==> src/rtl/mem_stage.sv <==
// RV32I MEM stage: issues data-memory requests from the EX/MEM bundle,
// aligns load/store data and produces the MEM/WB register.
module mem_stage (
    input  logic        clk,
    input  logic        rst,
    input  logic        ex_valid,
    input  logic [6:0]  ex_opcode,
    input  logic [2:0]  ex_funct3,
    input  logic [4:0]  ex_rd_s,
    input  logic        ex_regf_we,
    input  logic [31:0] ex_alu_out,
    input  logic [31:0] ex_rd_v,
    input  logic [31:0] ex_rs2_v,
    output logic [31:0] dmem_addr,
    output logic [3:0]  dmem_rmask,
    output logic [3:0]  dmem_wmask,
    output logic [31:0] dmem_wdata,
    input  logic [31:0] dmem_rdata,
    input  logic        dmem_resp,
    output logic        mem_stall,
    output logic        wb_valid,
    output logic [4:0]  wb_rd_s,
    output logic        wb_regf_we,
    output logic [31:0] wb_rd_v,
    output logic        mem_err
);
    localparam int unsigned XLEN  = 32;
    localparam int unsigned MASKW = 4;
    localparam int unsigned REGW  = 5;

    localparam logic [6:0] OP_LOAD  = 7'b0000011;
    localparam logic [6:0] OP_STORE = 7'b0100011;

    localparam logic [0:0] S_IDLE = 1'b0;
    localparam logic [0:0] S_WAIT = 1'b1;

    logic [0:0]       state_q, state_d;
    logic [XLEN-1:0]  addr_q, addr_d;
    logic [MASKW-1:0] rmask_q, rmask_d;
    logic [MASKW-1:0] wmask_q, wmask_d;
    logic [XLEN-1:0]  wdata_q, wdata_d;
    logic [2:0]       funct3_q, funct3_d;
    logic [1:0]       lane_q, lane_d;
    logic             is_load_q, is_load_d;
    logic [REGW-1:0]  rd_s_q, rd_s_d;
    logic             regf_we_q, regf_we_d;

    logic             wb_valid_d;
    logic [REGW-1:0]  wb_rd_s_d;
    logic             wb_regf_we_d;
    logic [XLEN-1:0]  wb_rd_v_d;
    logic             mem_err_d;
    logic             stall_raw;

    logic [1:0]       ex_lane;
    logic             is_load, is_store, f3_legal, misaligned, mem_ok, mem_bad;
    logic [MASKW-1:0] size_mask, lane_mask;
    logic [XLEN-1:0]  rdata_sh, load_val;

    // Decode the EX/MEM access: legality, alignment and byte-lane mask
    always_comb begin
        ex_lane  = ex_alu_out[1:0];
        is_load  = (ex_opcode == OP_LOAD);
        is_store = (ex_opcode == OP_STORE);
        f3_legal = 1'b0;
        if (is_load) begin
            f3_legal = (ex_funct3 != 3'b011) && (ex_funct3[2:1] != 2'b11);
        end
        if (is_store) begin
            f3_legal = !ex_funct3[2] && (ex_funct3[1:0] != 2'b11);
        end
        misaligned = ((ex_funct3[1:0] == 2'b01) && ex_lane[0])
                  || ((ex_funct3[1:0] == 2'b10) && (ex_lane != 2'b00));
        mem_ok  = ex_valid && (is_load || is_store) && f3_legal && !misaligned;
        mem_bad = ex_valid && (is_load || is_store) && !(f3_legal && !misaligned);
        case (ex_funct3[1:0])
            2'b00:   size_mask = 4'b0001;
            2'b01:   size_mask = 4'b0011;
            default: size_mask = 4'b1111;
        endcase
        lane_mask = size_mask << ex_lane;
    end

    // Select and extend the addressed byte/half of the returned word
    always_comb begin
        rdata_sh = dmem_rdata >> {lane_q, 3'b000};
        case (funct3_q)
            3'b000:  load_val = {{24{rdata_sh[7]}}, rdata_sh[7:0]};
            3'b001:  load_val = {{16{rdata_sh[15]}}, rdata_sh[15:0]};
            3'b100:  load_val = {24'b0, rdata_sh[7:0]};
            3'b101:  load_val = {16'b0, rdata_sh[15:0]};
            default: load_val = rdata_sh;
        endcase
    end

    // Next-state, request registers and MEM/WB register inputs
    always_comb begin
        state_d      = state_q;
        addr_d       = addr_q;
        rmask_d      = rmask_q;
        wmask_d      = wmask_q;
        wdata_d      = wdata_q;
        funct3_d     = funct3_q;
        lane_d       = lane_q;
        is_load_d    = is_load_q;
        rd_s_d       = rd_s_q;
        regf_we_d    = regf_we_q;
        wb_valid_d   = wb_valid;
        wb_rd_s_d    = wb_rd_s;
        wb_regf_we_d = wb_regf_we;
        wb_rd_v_d    = wb_rd_v;
        mem_err_d    = mem_err;
        stall_raw    = 1'b0;
        case (state_q)
            S_IDLE: begin
                stall_raw    = mem_ok;
                wb_valid_d   = ex_valid;
                wb_rd_s_d    = ex_rd_s;
                wb_regf_we_d = ex_valid && ex_regf_we;
                wb_rd_v_d    = ex_rd_v;
                mem_err_d    = 1'b0;
                if (mem_ok) begin
                    state_d      = S_WAIT;
                    addr_d       = {ex_alu_out[31:2], 2'b00};
                    rmask_d      = is_load  ? lane_mask : 4'b0000;
                    wmask_d      = is_store ? lane_mask : 4'b0000;
                    wdata_d      = is_store ? (ex_rs2_v << {ex_lane, 3'b000}) : '0;
                    funct3_d     = ex_funct3;
                    lane_d       = ex_lane;
                    is_load_d    = is_load;
                    rd_s_d       = ex_rd_s;
                    regf_we_d    = is_load && ex_regf_we;
                    wb_valid_d   = 1'b0;
                    wb_regf_we_d = 1'b0;
                end else if (mem_bad) begin
                    wb_regf_we_d = 1'b0;
                    wb_rd_v_d    = '0;
                    mem_err_d    = 1'b1;
                end
            end
            default: begin
                stall_raw = !dmem_resp;
                if (dmem_resp) begin
                    state_d      = S_IDLE;
                    rmask_d      = 4'b0000;
                    wmask_d      = 4'b0000;
                    wb_valid_d   = 1'b1;
                    wb_rd_s_d    = rd_s_q;
                    wb_regf_we_d = regf_we_q;
                    wb_rd_v_d    = is_load_q ? load_val : '0;
                    mem_err_d    = 1'b0;
                end
            end
        endcase
    end

    // Stall is forced low while reset is held
    assign mem_stall = rst && stall_raw;

    // FSM state register
    always_ff @(posedge clk or negedge rst) begin
        if (!rst) begin
            state_q <= S_IDLE;
        end else begin
            state_q <= state_d;
        end
    end

    // Request and MEM/WB registers
    always_ff @(posedge clk or negedge rst) begin
        if (!rst) begin
            addr_q     <= '0;
            rmask_q    <= '0;
            wmask_q    <= '0;
            wdata_q    <= '0;
            funct3_q   <= '0;
            lane_q     <= '0;
            is_load_q  <= 1'b0;
            rd_s_q     <= '0;
            regf_we_q  <= 1'b0;
            wb_valid   <= 1'b0;
            wb_rd_s    <= '0;
            wb_regf_we <= 1'b0;
            wb_rd_v    <= '0;
            mem_err    <= 1'b0;
        end else begin
            addr_q     <= addr_d;
            rmask_q    <= rmask_d;
            wmask_q    <= wmask_d;
            wdata_q    <= wdata_d;
            funct3_q   <= funct3_d;
            lane_q     <= lane_d;
            is_load_q  <= is_load_d;
            rd_s_q     <= rd_s_d;
            regf_we_q  <= regf_we_d;
            wb_valid   <= wb_valid_d;
            wb_rd_s    <= wb_rd_s_d;
            wb_regf_we <= wb_regf_we_d;
            wb_rd_v    <= wb_rd_v_d;
            mem_err    <= mem_err_d;
        end
    end

    assign dmem_addr  = addr_q;
    assign dmem_rmask = rmask_q;
    assign dmem_wmask = wmask_q;
    assign dmem_wdata = wdata_q;

endmodule
==> config.mk <==
export PLATFORM = sky130hd
export DESIGN_NAME = mem_stage
export DESIGN_NICKNAME = d
export VERILOG_FILES = /design/src/rtl/mem_stage.sv
export SDC_FILE = /design/constraint.sdc
export NUM_CORES = 1
export LEC_CHECK = 0
export BUFFER_PORTS_ARGS = -buffer_cell sky130_fd_sc_hd__buf_4
export CAP_MARGIN = 40
export CELL_PAD_IN_SITES_DETAIL_PLACEMENT = 0
export CELL_PAD_IN_SITES_GLOBAL_PLACEMENT = 2
export CORE_UTILIZATION = 31
export DETAILED_ROUTE_END_ITERATION = 10
export PLACE_DENSITY_LB_ADDON = 0.1
export REMOVE_ABC_BUFFERS = 1
export SYNTH_ARGS = -nofsm -noshare
export SYNTH_HDL_FRONTEND = slang
export SYNTH_SLANG_ARGS = --single-unit
==> constraint.sdc <==
create_clock -name clk -period 2.83 [get_ports clk]
set_input_delay 0.1415 -clock clk [delete_from_list [all_inputs] [get_ports clk]]
set_output_delay 0.1415 -clock clk [all_outputs]
set_load 0.03 [all_outputs]
==> tab_implementation.tex, run 1 <==
\begin{tabular}{lr}
\hline
Metric & Value \\
\hline
\multicolumn{2}{l}{\textbf{Run status}} \\
Result of the run & completed \\
\multicolumn{2}{l}{\textbf{Route}} \\
Iter 0 DRT Violations & 264 \\
Antenna viol nets, final & 0 \\
Via count & 5746 \\
Final Routed Wirelength & 21100 um \\
Remaining DRCs & 0 \\
Post-DR wirelength/cell & 18.3 um \\
Number of vias per cell after detailed routing & 4.97 \\
Detailed-router iteration count before antenna repair & 5 \\
\multicolumn{2}{l}{\textbf{Clocking}} \\
Clock tree from TritonCTS & built \\
Post-CTS setup buffer count & 0 \\
Clock latency of the later-clocked register in the worst-skew pair & 0.42 ns \\
Clock sink total & 123 \\
Cts bufs inserted & 17 \\
Deepest level of the CTS H-tree & 4 \\
Count of cells resized by post-cts repair & 0 \\
Number of buffers on the longest clock path & 2 \\
Clock input transition at the sequential cells of the worst setup and hold paths & 0.06 ns \\
Cell chosen for the clock root & sky130\_fd\_sc\_hd\_\_clkbuf\_16 \\
\multicolumn{2}{l}{\textbf{Finish}} \\
Area growth, synth to finish & 56.0\% \\
Commonest non-fill, non-tap cells in the layout & sky130\_fd\_sc\_hd\_\_buf\_4, sky130\_fd\_sc\_hd\_\_dfrtp\_1, sky130\_fd\_sc\_hd\_\_dlygate4sd3\_1, sky130\_fd\_sc\_hd\_\_mux2i\_1, sky130\_fd\_sc\_hd\_\_o21ai\_0 \\
Final core utilization & 49.8\% \\
Summed area of non-filler cells in the final layout & 0.00975 mm2 \\
Final instance count without filler cells & 1157 \\
Ratio of cells with drive above 1 in the final layout & 38.6\% \\
Fillers & 1861 \\
Commonest non-fill, non-tap cell in the layout & sky130\_fd\_sc\_hd\_\_buf\_4 \\
Post-layout nets & 1026 \\
\multicolumn{2}{l}{\textbf{Logic synthesis}} \\
Seq/Total Area, Yosys & 49.2\% \\
Yosys warnings & 0 \\
Proportion of register bits with asynchronous set or reset after synthesis & 100\% \\
Most area-consuming cells after synthesis & sky130\_fd\_sc\_hd\_\_dfrtp\_1, sky130\_fd\_sc\_hd\_\_mux2i\_1, sky130\_fd\_sc\_hd\_\_mux2\_1, sky130\_fd\_sc\_hd\_\_o21ai\_0, sky130\_fd\_sc\_hd\_\_mux2\_2 \\
Largest area contributor in the synthesized netlist & sky130\_fd\_sc\_hd\_\_dfrtp\_1 \\
Flip-flop and latch count after synthesis & 123 \\
Share of Yosys cell area claimed by the top area cell type & 49.2\% \\
Number of flops mapped to enable cells by yosys & 0 \\
Mean cell area of the mapped netlist & 11.1 um2 \\
Post-synth cell types & 51 \\
Post-Syn Instances & 561 \\
Post-synthesis instance area & 0.00625 mm2 \\
Commonest register cell after synthesis & sky130\_fd\_sc\_hd\_\_dfrtp\_1 \\
\multicolumn{2}{l}{\textbf{Timing}} \\
Final number of hold-violating endpoints & 0 \\
Final setup violation count & 0 \\
Achievable Freq & 0.398 GHz \\
Count of pins over their slew limit & 0 \\
Final worst slack & 0.315 ns \\
Unrepaired setup endpoints after global routing & false \\
Worst-case clock skew & 0.00645 ns \\
Fin crit share & 88.9\% \\
Slew @ Worst Pin & 0.848 ns \\
Final worst hold slack & 0.0148 ns \\
Slew margin rel. & 43.4\% \\
Min cycle time layout & 2.52 ns \\
Final total negative setup slack & 0 ns \\
\multicolumn{2}{l}{\textbf{Worst hold path}} \\
Worst hold start & dmem\_rdata[24] \\
Min-Delay Endpoint & wb\_rd\_v[24] \\
Worst hold-check path type & input port to flip-flop \\
Hold Path Cell Cnt & 3 \\
\multicolumn{2}{l}{\textbf{Placement}} \\
Count of input and output buffers & 258 \\
Minimum setup slack after placement & 0.739 ns \\
HPWL after detailed placement & 14700 um \\
Total placed cells including tap cells & 1056 \\
Placed cell areas & 0.00843 mm2 \\
Final estimated routing congestion in global placement & 0.839 \\
\multicolumn{2}{l}{\textbf{Floorplanning}} \\
Overall die height & 144 um \\
Die Outline Area & 0.0207 mm2 \\
Initial core utilization & 31.9\% \\
Number of cell rows & 51 \\
Die X-Extent & 144 um \\
Core Area & 0.0196 mm2 \\
Num ports & 261 \\
\multicolumn{2}{l}{\textbf{Global routing}} \\
Global Route met3 Usage & 4.97\% \\
Tot GR Track Use & 20.8\% \\
Global-route met1 utilization & 25.2\% \\
First-pass GRT wire length & 32400 um \\
Grt total ovfl & 0 \\
Busiest grt layer & met2 \\
Number of global-route vias before repair & 5928 \\
Initial antenna violation count & 1 \\
Maximum number of pins on one net before global-route repair & 124 \\
M2 GR Usage & 36.2\% \\
\multicolumn{2}{l}{\textbf{Setup path}} \\
Data arrival time of the critical path & 2.87 ns \\
Required time worst endpoint & 3.18 ns \\
Worst R2R End & wb\_rd\_v[30] \\
Number of cells on the worst reg-to-reg path & 5 \\
Class of the most critical setup path & flip-flop to flip-flop \\
Maximum fanout along the worst path & 9 \\
Element type at the critical path start & flip-flop \\
FF-to-FF Start & state\_q \\
CP endpoint kind & flip-flop \\
Worst-case register-to-register setup slack & 0.31 ns \\
\multicolumn{2}{l}{\textbf{Power}} \\
Combinational fraction of design power & 17.0\% \\
Pwr per Cell Area & 531 mW/mm2 \\
Fraction of power spent switching nets & 26.6\% \\
Internal power & 3.80 mW \\
Static leakage & 4.72 nW \\
Largest voltage drop on the vdd net & 0.000391 V \\
Net switching power & 1.38 mW \\
Power consumption & 5.17 mW \\
Portion of total power attributed to sequential cells & 36.8\% \\
Proportion of power drawn by the clock network & 46.3\% \\
\multicolumn{2}{l}{\textbf{Job}} \\
Number of max-cap violations & 0 \\
\hline
\end{tabular}
-- worst max-delay path, cell delays in order, from the launching register on --
cell and delay, ns:
sky130_fd_sc_hd__dfrtp_1 0.49, sky130_fd_sc_hd__nand3_1 0.29, sky130_fd_sc_hd__nor4b_2 0.82, sky130_fd_sc_hd__a22oi_1 0.14
sky130_fd_sc_hd__o311ai_1 0.12, sky130_fd_sc_hd__dlygate4sd3_1 0.59
-- Yosys cell counts (all sizes together), types with 6 or more instances --
cell type	count
a21oi	24
dfrtp	123
and3	6
o31ai	8
nand2	33
a221o	15
o2bb2ai	9
mux2	55
clkbuf	17
o211ai	13
inv	19
o21ai	60
mux2i	46
nor2	30
a22oi	16
buf	30
o311ai	16
a211oi	7
-- flip-flops by register name (all words and copies together), names as in the netlist --
| name | flops |
|---|---|
| dmem_wdata | 32 |
| wb_rd_v | 32 |
| dmem_addr | 30 |
| rd_s_q | 5 |
| wb_rd_s | 5 |
| dmem_rmask | 4 |
| dmem_wmask | 4 |
| funct3_q | 3 |
| lane_q | 2 |
| is_load_q | 1 |
| mem_err | 1 |
| regf_we_q | 1 |
| state_q | 1 |
| wb_regf_we | 1 |
| wb_valid | 1 |
-- repair_timing --
| action | 4_1_cts | 5_1_grt |
|---|---|---|
| hold endpoints to repair | 194 | 0 |
| hold buffers | 68 | 0 |
| setup endpoints to repair | 0 | 0 |
-- layer usage --
layer / part of all wire [%] / up-vias
met5: 0 / -
met4: 1.3 / 0
met3: 6.3 / 22
met2: 50 / 187
met1: 42 / 2814
li1: - / 2723
-- final cells by class --
cell class / instances / area, um2 / share of cell area (%)
Clock inverter: 12 / 185 / 1.90
Sequential cell: 123 / 3080 / 31.6
Tap cell: 265 / 332 / 3.40
Clock buffer: 20 / 457 / 4.68
Inverter: 20 / 75.1 / 0.770
Antenna cell: 1 / 2.50 / 0.0257
Multi-Input combinational cell: 372 / 2850 / 29.3
Timing Repair Buffer: 344 / 2770 / 28.4
-- worst max-delay path by stage --
stage | cells after the start | slack [ns] | endpoint | startpoint
4_1_cts | 5 | 0.34 | wb_rd_v[28] | state_q
6_report | 5 | 0.31 | wb_rd_v[30] | state_q
3_5_place_dp | 5 | 0.74 | dmem_addr[10] | ex_opcode[2]
3_3_place_gp | 5 | 0.78 | dmem_addr[4] | ex_opcode[2]
5_1_grt | 5 | 0.11 | wb_rd_v[28] | state_q
2_1_floorplan | 4 | -0.10 | funct3_q[0] | state_q
-- cells by family (layout without fill, tap and decap cells) --
logic type      count (synthesis)  after routing  share of synthesized area, %
compound gates                177            177                          20.1
xor+xnor                        1              1                         0.140
buf+inv                        67            396                          5.32
flops                         123            123                          49.2
mux                           102            102                          17.6
other cells                     1              3                        0.0600
simple gates                   90             90                          7.47
-- power groups by stage --
stage	Sequential [mW]	Combinational [mW]	Clock (mW)
6_report	1.90	0.878	2.39
5_1_grt	1.91	0.946	2.53
4_1_cts	1.90	0.889	2.44
3_5_place_dp	1.94	0.808	0
3_3_place_gp	1.93	0.802	0
2_1_floorplan	2.08	0.217	0
Power figures use the tool's default switching activity.
==> run 2, diff against run 1 <==
--- a/config.mk
+++ b/config.mk
@@ -9,6 +9,7 @@
 export CAP_MARGIN = 40
 export CELL_PAD_IN_SITES_DETAIL_PLACEMENT = 0
 export CELL_PAD_IN_SITES_GLOBAL_PLACEMENT = 2
+export CORE_MARGIN = 4
 export CORE_UTILIZATION = 31
 export DETAILED_ROUTE_END_ITERATION = 10
 export PLACE_DENSITY_LB_ADDON = 0.1
==> run 2 against run 1 <==
Against the previous run: sequential power hardly changed; combinational power hardly changed; fmax is 2.7% higher; non-clock buffer count is 7 lower; largest power group unchanged; power is 7.1% lower; flip-flop and latch count stayed put; critical endpoint is now mem_stall; die area is 8.5% higher; critical path type is now input port to output port; clock skew is 0.00065 ns higher; via count is 0.80% lower.
==> tab_implementation.tex, run 2 (synthesis gave the netlist of run 1 again) <==
\begin{tabular}{lr}
\hline
Metric & Value \\
\hline
\multicolumn{2}{l}{\textbf{Clocking}} \\
Count of cells resized by post-cts repair & 0 (unchanged) \\
Number of hold buffers added after CTS & 62 (was 68) \\
Clock tree from TritonCTS & built (unchanged) \\
Clock sink total & 123 (unchanged) \\
Cell chosen for the clock root & sky130\_fd\_sc\_hd\_\_clkbuf\_16 (unchanged) \\
Cts bufs inserted & 17 (unchanged) \\
Number of buffers on the longest clock path & 2 (unchanged) \\
Clock input transition at the sequential cells of the worst setup and hold paths & 0.05 ns (was 0.06 ns) \\
Clock latency of the later-clocked register in the worst-skew pair & 0.41 ns (was 0.42 ns) \\
Post-CTS setup buffer count & 0 (unchanged) \\
Deepest level of the CTS H-tree & 4 (unchanged) \\
\multicolumn{2}{l}{\textbf{Setup path}} \\
Worst-path cell chain & dlygate4sd3\_1, buf\_4, a221oi\_4, o21ai\_2, nor2\_8, o21a\_1, buf\_4 (was nand3\_1, nor4b\_2, a22oi\_1, o311ai\_1, dlygate4sd3\_1) \\
Largest delay contributor family on the critical path & buffers and inverters (was simple AND/OR/NAND/NOR gates) \\
Cell depth of the worst setup path & 7 (was 5) \\
Buffering stage count on the worst path with inverters included & 3 (was 1) \\
Class of the most critical setup path & input port to output port (was flip-flop to flip-flop) \\
Worst R2R End & wb\_rd\_v[12] (was wb\_rd\_v[30]) \\
Timing endpoint of the critical path & mem\_stall (was wb\_rd\_v[30]) \\
Maximum fanout along the worst path & 33 (was 9) \\
Number of cells on the worst reg-to-reg path & 4 (was 5) \\
Crit path top cell by count & sky130\_fd\_sc\_hd\_\_buf\_4 \\
CP peak stage delay & 0.55 ns (was 0.82 ns) \\
CP endpoint kind & output port (was flip-flop) \\
Data arrival time of the critical path & 2.31 ns (was 2.87 ns) \\
Slowest stage cell on the critical path & sky130\_fd\_sc\_hd\_\_dlygate4sd3\_1 (was sky130\_fd\_sc\_hd\_\_nor4b\_2) \\
Element type at the critical path start & input port (was flip-flop) \\
Worst-case register-to-register setup slack & 0.85 ns (was 0.31 ns) \\
Required time worst endpoint & 2.69 ns (was 3.18 ns) \\
FF-to-FF Start & lane\_q[1] (was state\_q) \\
CP Launch Point & ex\_funct3[2] (was state\_q) \\
\multicolumn{2}{l}{\textbf{Timing}} \\
Fin crit share & 86.5\% (was 88.9\%) \\
Slew @ Worst Pin & 0.741 ns (was 0.848 ns) \\
Count of pins over their slew limit & 0 (unchanged) \\
Final number of hold-violating endpoints & 0 (unchanged) \\
Unrepaired setup endpoints after global routing & false (unchanged) \\
Final total negative setup slack & 0 ns (unchanged) \\
Final worst slack & 0.382 ns (was 0.315 ns) \\
Min cycle time layout & 2.45 ns (was 2.52 ns) \\
Final worst hold slack & 0.0208 ns (was 0.0148 ns) \\
Final setup violation count & 0 (unchanged) \\
Achievable Freq & 0.409 GHz (was 0.398 GHz) \\
Slew margin rel. & 50.5\% (was 43.4\%) \\
Worst-case clock skew & 0.00711 ns (was 0.00645 ns) \\
\multicolumn{2}{l}{\textbf{Finish}} \\
Commonest non-fill, non-tap cells in the layout & sky130\_fd\_sc\_hd\_\_buf\_4, sky130\_fd\_sc\_hd\_\_dfrtp\_1, sky130\_fd\_sc\_hd\_\_dlygate4sd3\_1, sky130\_fd\_sc\_hd\_\_mux2i\_1, sky130\_fd\_sc\_hd\_\_o21ai\_0 (unchanged) \\
Antenna Cells & 0 (was 1) \\
Post-layout nets & 1019 (was 1026) \\
Commonest non-fill, non-tap cell in the layout & sky130\_fd\_sc\_hd\_\_buf\_4 (unchanged) \\
Area growth, synth to finish & 53.6\% (was 56.0\%) \\
Final instance count without filler cells & 1149 (was 1157) \\
Ratio of cells with drive above 1 in the final layout & 38.7\% (was 38.6\%) \\
\multicolumn{2}{l}{\textbf{Route}} \\
Post-DR wirelength/cell & 19.1 um (was 18.3 um) \\
Final Routed Wirelength & 22000 um (was 21100 um) \\
Iter 0 DRT Violations & 260 (was 264) \\
Via count & 5700 (was 5746) \\
Detailed-router iteration count before antenna repair & 4 (was 5) \\
Number of vias per cell after detailed routing & 4.96 (was 4.97) \\
Remaining DRCs & 0 (unchanged) \\
Antenna viol nets, final & 0 (unchanged) \\
\multicolumn{2}{l}{\textbf{Worst hold path}} \\
Hold Path Cell Cnt & 3 (unchanged) \\
Worst hold-check path type & input port to flip-flop (unchanged) \\
\multicolumn{2}{l}{\textbf{Floorplanning}} \\
Die Outline Area & 0.0225 mm2 (was 0.0207 mm2) \\
Overall die height & 150 um (was 144 um) \\
Num ports & 261 (unchanged) \\
Number of cell rows & 51 (unchanged) \\
Initial core utilization & 31.8\% (was 31.9\%) \\
Core Area & 0.0197 mm2 (was 0.0196 mm2) \\
Die X-Extent & 150 um (was 144 um) \\
\multicolumn{2}{l}{\textbf{Power}} \\
Largest voltage drop on the vdd net & 0.000346 V (was 0.000391 V) \\
Pwr per Cell Area & 501 mW/mm2 (was 531 mW/mm2) \\
Static leakage & 4.65 nW (was 4.72 nW) \\
Power consumption & 4.81 mW (was 5.17 mW) \\
\multicolumn{2}{l}{\textbf{Placement}} \\
Final estimated routing congestion in global placement & 0.805 (was 0.839) \\
Total placed cells including tap cells & 1055 (was 1056) \\
HPWL after detailed placement & 15700 um (was 14700 um) \\
Count of input and output buffers & 258 (unchanged) \\
Minimum setup slack after placement & 0.819 ns (was 0.739 ns) \\
\multicolumn{2}{l}{\textbf{Global routing}} \\
First-pass GRT wire length & 34200 um (was 32400 um) \\
Grt total ovfl & 0 (unchanged) \\
Tot GR Track Use & 19.6\% (was 20.8\%) \\
Number of global-route vias before repair & 6146 (was 5928) \\
Maximum number of pins on one net before global-route repair & 68 (was 124) \\
Initial antenna violation count & 0 (was 1) \\
\multicolumn{2}{l}{\textbf{Job}} \\
Number of max-cap violations & 0 (unchanged) \\
\multicolumn{2}{l}{\textbf{Run status}} \\
Result of the run & completed (unchanged) \\
\hline
\end{tabular}
==> run 2: cell count changes in the layout (fill, tap and decap cells not counted), moves of 2 or more <==
cell / change
sky130_fd_sc_hd__dlygate4sd3_1: -6
sky130_fd_sc_hd__clkinv_2: +4
sky130_fd_sc_hd__bufinv_16: -3
sky130_fd_sc_hd__buf_4: -2
sky130_fd_sc_hd__clkbuf_1: +2
sky130_fd_sc_hd__inv_6: -2
==> run 2: power breakdown <==
group	total [mW]	internal (mW)	switching (mW)
registers	1.90	1.84	0.0592
logic	0.880	0.419	0.461
clock network	2.03	1.23	0.798
total	4.81	3.49	1.32
==> run 2: routing by layer <==
layer / global-route usage (%) / vias up / wire length [um]
li1: - / 2710 / -
met1: 25.0 / 2769 / 9310
met2: 32.4 / 201 / 10700
met3: 5.66 / 20 / 1680
met4: 5.49 / 0 / 344
met5: 0 / - / 0
==> run 2: worst min-delay path by stage <==
stage / from / endpoint
after detailed placement: rst / dmem_addr[24]
after floorplan: rst / dmem_addr[10]
after CTS: ex_valid / wb_regf_we
after global routing: ex_rd_v[25] / wb_rd_v[25]
final: dmem_rdata[25] / wb_rd_v[25]
after global placement: rst / dmem_addr[24]
==> run 2: final cells by class <==
| type | instances | area, um2 |
|---|---|---|
| Tap cell | 265 | 332 |
| Fill cell | 1863 | 10100 |
| Inverter | 20 | 75.1 |
| Sequential cell | 123 | 3080 |
| Clock inverter | 11 | 96.3 |
| Timing Repair Buffer | 337 | 2710 |
| Multi-Input combinational cell | 372 | 2860 |
| Clock buffer | 21 | 450 |
==> run 2: tightest hold or removal path, delay by kind of cell <==
kind / cells / cell delay (ns)
compound gates: 2 / 0.14
buf+inv: 1 / 0.10
==> run 2: metrics by stage <==
| stage | instance area, um2 | utilization (%) |
|---|---|---|
| after global routing | 9600 | 48.9 |
| after global placement | 8440 | 42.9 |
| after CTS | 9600 | 48.9 |
| after detailed placement | 8440 | 42.9 |
| final | 9600 | 48.9 |
| after floorplan | 6000 | - |
==> run 3, diff against run 2 <==
--- a/config.mk
+++ b/config.mk
@@ -12,6 +12,7 @@
 export CORE_MARGIN = 4
 export CORE_UTILIZATION = 31
 export DETAILED_ROUTE_END_ITERATION = 10
+export GPL_TIMING_DRIVEN = 0
 export PLACE_DENSITY_LB_ADDON = 0.1
 export REMOVE_ABC_BUFFERS = 1
 export SYNTH_ARGS = -nofsm -noshare
==> run 3 against run 2 <==
Against the previous run: wire length decreased by 0.46%; design area increased by 2.4%; highest routed layer unchanged; critical path type unchanged; cell count increased by 0.52%; global-route usage decreased by 0.10 points; die area unchanged; largest power group unchanged; hold slack got worse by 0.0051 ns; utilization increased by 1.2 points; power increased by 5.1%.
==> tab_implementation.tex, run 3 (synthesis gave the netlist of run 1 again) <==
\begin{tabular}{lr}
\hline
Metric & Value \\
\hline
\multicolumn{2}{l}{\textbf{Run status}} \\
Result of the run & completed (unchanged) \\
\multicolumn{2}{l}{\textbf{Global routing}} \\
Tot GR Track Use & 19.5\% (was 19.6\%) \\
Grt total ovfl & 0 (unchanged) \\
Initial antenna violation count & 0 (unchanged) \\
First-pass GRT wire length & 34000 um (was 34200 um) \\
Number of global-route vias before repair & 6115 (was 6146) \\
Maximum number of pins on one net before global-route repair & 70 (was 68) \\
\multicolumn{2}{l}{\textbf{Timing}} \\
Final total negative setup slack & 0 ns (unchanged) \\
Min cycle time layout & 2.61 ns (was 2.45 ns) \\
Fin crit share & 92.4\% (was 86.5\%) \\
Achievable Freq & 0.383 GHz (was 0.409 GHz) \\
Slew margin rel. & 41.6\% (was 50.5\%) \\
Final number of hold-violating endpoints & 0 (unchanged) \\
Slew @ Worst Pin & 0.873 ns (was 0.741 ns) \\
Worst-case clock skew & 0.0105 ns (was 0.00711 ns) \\
Count of pins over their slew limit & 0 (unchanged) \\
Final setup violation count & 0 (unchanged) \\
Unrepaired setup endpoints after global routing & false (unchanged) \\
\multicolumn{2}{l}{\textbf{Clocking}} \\
Clock tree from TritonCTS & built (unchanged) \\
Clock sink total & 123 (unchanged) \\
Clock input transition at the sequential cells of the worst setup and hold paths & 0.06 ns (was 0.05 ns) \\
Clock latency of the later-clocked register in the worst-skew pair & 0.42 ns (was 0.41 ns) \\
Post-CTS setup buffer count & 0 (unchanged) \\
Cts bufs inserted & 17 (unchanged) \\
Number of buffers on the longest clock path & 2 (unchanged) \\
Deepest level of the CTS H-tree & 4 (unchanged) \\
Cell chosen for the clock root & sky130\_fd\_sc\_hd\_\_clkbuf\_16 (unchanged) \\
\multicolumn{2}{l}{\textbf{Setup path}} \\
CP endpoint kind & output port (unchanged) \\
Required time worst endpoint & 2.69 ns (about the same) \\
Worst-path cell chain & dlygate4sd3\_1, buf\_4, nand3\_2, nor2\_8, o21a\_1, buf\_4 (was dlygate4sd3\_1, buf\_4, a221oi\_4, o21ai\_2, nor2\_8, o21a\_1, buf\_4) \\
Maximum fanout along the worst path & 33 (unchanged) \\
Buffering stage count on the worst path with inverters included & 3 (unchanged) \\
Data arrival time of the critical path & 2.47 ns (was 2.31 ns) \\
Class of the most critical setup path & input port to output port (unchanged) \\
CP peak stage delay & 0.72 ns (was 0.55 ns) \\
Largest delay contributor family on the critical path & simple AND/OR/NAND/NOR gates (was buffers and inverters) \\
Element type at the critical path start & input port (unchanged) \\
Crit path top cell by count & sky130\_fd\_sc\_hd\_\_buf\_4 (unchanged) \\
Slowest stage cell on the critical path & sky130\_fd\_sc\_hd\_\_nor2\_8 (was sky130\_fd\_sc\_hd\_\_dlygate4sd3\_1) \\
\multicolumn{2}{l}{\textbf{Power}} \\
Static leakage & 4.73 nW (was 4.65 nW) \\
Pwr per Cell Area & 514 mW/mm2 (was 501 mW/mm2) \\
Largest voltage drop on the vdd net & 0.000403 V (was 0.000346 V) \\
Power consumption & 5.06 mW (was 4.81 mW) \\
\multicolumn{2}{l}{\textbf{Placement}} \\
Final estimated routing congestion in global placement & 0.804 (was 0.805) \\
HPWL after detailed placement & 15500 um (was 15700 um) \\
Count of input and output buffers & 258 (unchanged) \\
Placed cell areas & 0.00848 mm2 (was 0.00844 mm2) \\
\multicolumn{2}{l}{\textbf{Floorplanning}} \\
Initial core utilization & 31.8\% (unchanged) \\
Overall die height & 150 um (unchanged) \\
Core Area & 0.0197 mm2 (unchanged) \\
Die Outline Area & 0.0225 mm2 (unchanged) \\
Number of cell rows & 51 (unchanged) \\
Die X-Extent & 150 um (unchanged) \\
Num ports & 261 (unchanged) \\
\multicolumn{2}{l}{\textbf{Job}} \\
Number of max-cap violations & 0 (unchanged) \\
\multicolumn{2}{l}{\textbf{Finish}} \\
Final core utilization & 50.0\% (was 48.9\%) \\
Ratio of cells with drive above 1 in the final layout & 38.2\% (was 38.7\%) \\
Commonest non-fill, non-tap cell in the layout & sky130\_fd\_sc\_hd\_\_buf\_4 (unchanged) \\
Summed area of non-filler cells in the final layout & 0.00983 mm2 (was 0.00960 mm2) \\
Post-layout nets & 1025 (was 1019) \\
Fillers & 1870 (was 1863) \\
Antenna Cells & 0 (unchanged) \\
Commonest non-fill, non-tap cells in the layout & sky130\_fd\_sc\_hd\_\_buf\_4, sky130\_fd\_sc\_hd\_\_dfrtp\_1, sky130\_fd\_sc\_hd\_\_dlygate4sd3\_1, sky130\_fd\_sc\_hd\_\_mux2i\_1, sky130\_fd\_sc\_hd\_\_o21ai\_0 (unchanged) \\
Area growth, synth to finish & 57.3\% (was 53.6\%) \\
\multicolumn{2}{l}{\textbf{Worst hold path}} \\
Worst hold-check path type & input port to flip-flop (unchanged) \\
\multicolumn{2}{l}{\textbf{Route}} \\
Antenna viol nets, final & 0 (unchanged) \\
Final Routed Wirelength & 21900 um (was 22000 um) \\
Via count & 5725 (was 5700) \\
Iter 0 DRT Violations & 204 (was 260) \\
Remaining DRCs & 0 (unchanged) \\
Post-DR wirelength/cell & 19.0 um (was 19.1 um) \\
Number of vias per cell after detailed routing & 4.96 (about the same) \\
Detailed-router iteration count before antenna repair & 4 (unchanged) \\
\hline
\end{tabular}
-- run 3: final timing paths --
kind / start / end / slack, ns / depth (start not counted)
max: ex_valid / mem_stall / 0.22 / 6
min: dmem_rdata[28] / wb_rd_v[28] / 0.02 / 3
max reg2reg: state_q / wb_rd_v[19] / 0.24 / 4
min reg2reg: dmem_addr[31] / dmem_addr[31] / 0.49 / 1
max in group asynchronous: rst / funct3_q[0] / 1.81 / 3
min in group asynchronous: rst / dmem_addr[31] / 0.27 / 2
-- run 3: cell type report --
cell class                 instances  area, um2  area share, %
clock buffer                      17        425           4.33
multi-input combinational        372       2860           29.1
inverter                          20       76.3          0.776
sequential                       123       3080           31.3
tap                              265        332           3.37
clock inverter                    15        178           1.81
timing repair buffer             343       2880           29.3
-- run 3: where the power goes --
group          total, mW  switching (mW)  leakage, nW  internal [mW]
logic              0.897           0.463         2.82          0.434
clock network       2.26           0.927        0.287           1.33
registers           1.90          0.0599         1.61           1.84
total               5.06            1.45         4.73           3.61
-- run 3: routing by layer --
layer | share of wire, % | global-route usage, %
met1 | 42 | 24.7
met2 | 48 | 32.0
met5 | 0 | 0
met4 | 2.0 | 6.59
met3 | 7.9 | 5.51
-- run 3: what timing repair did --
| action | CTS | global route |
|---|---|---|
| endpoints found under the setup margin | 1 | 0 |
| hold buffers | 74 | 0 |
| gates resized for setup | 2 | 0 |
| endpoints found under the hold margin | 129 | 0 |
-- run 3: worst register-to-register path, stage by stage (launching register included) --
cell and delay [ns]:
sky130_fd_sc_hd__dfrtp_1 0.65, sky130_fd_sc_hd__nand3_1 0.68, sky130_fd_sc_hd__nor3b_2 0.85, sky130_fd_sc_hd__a22oi_1 0.14
sky130_fd_sc_hd__o311ai_0 0.15
-- run 3: per-stage QoR --
stage | hold WS (ns) | std cells | worst slack, ns
2_1_floorplan | -0.154 | 515 | -0.104
3_3_place_gp | 0.344 | 1038 | -1.47
3_5_place_dp | 0.161 | 1049 | 0.0897
4_1_cts | 0.000174 | 1155 | 0.164
5_1_grt | 0.0142 | 1155 | 0.0269
6_report | 0.0157 | 1155 | 0.216
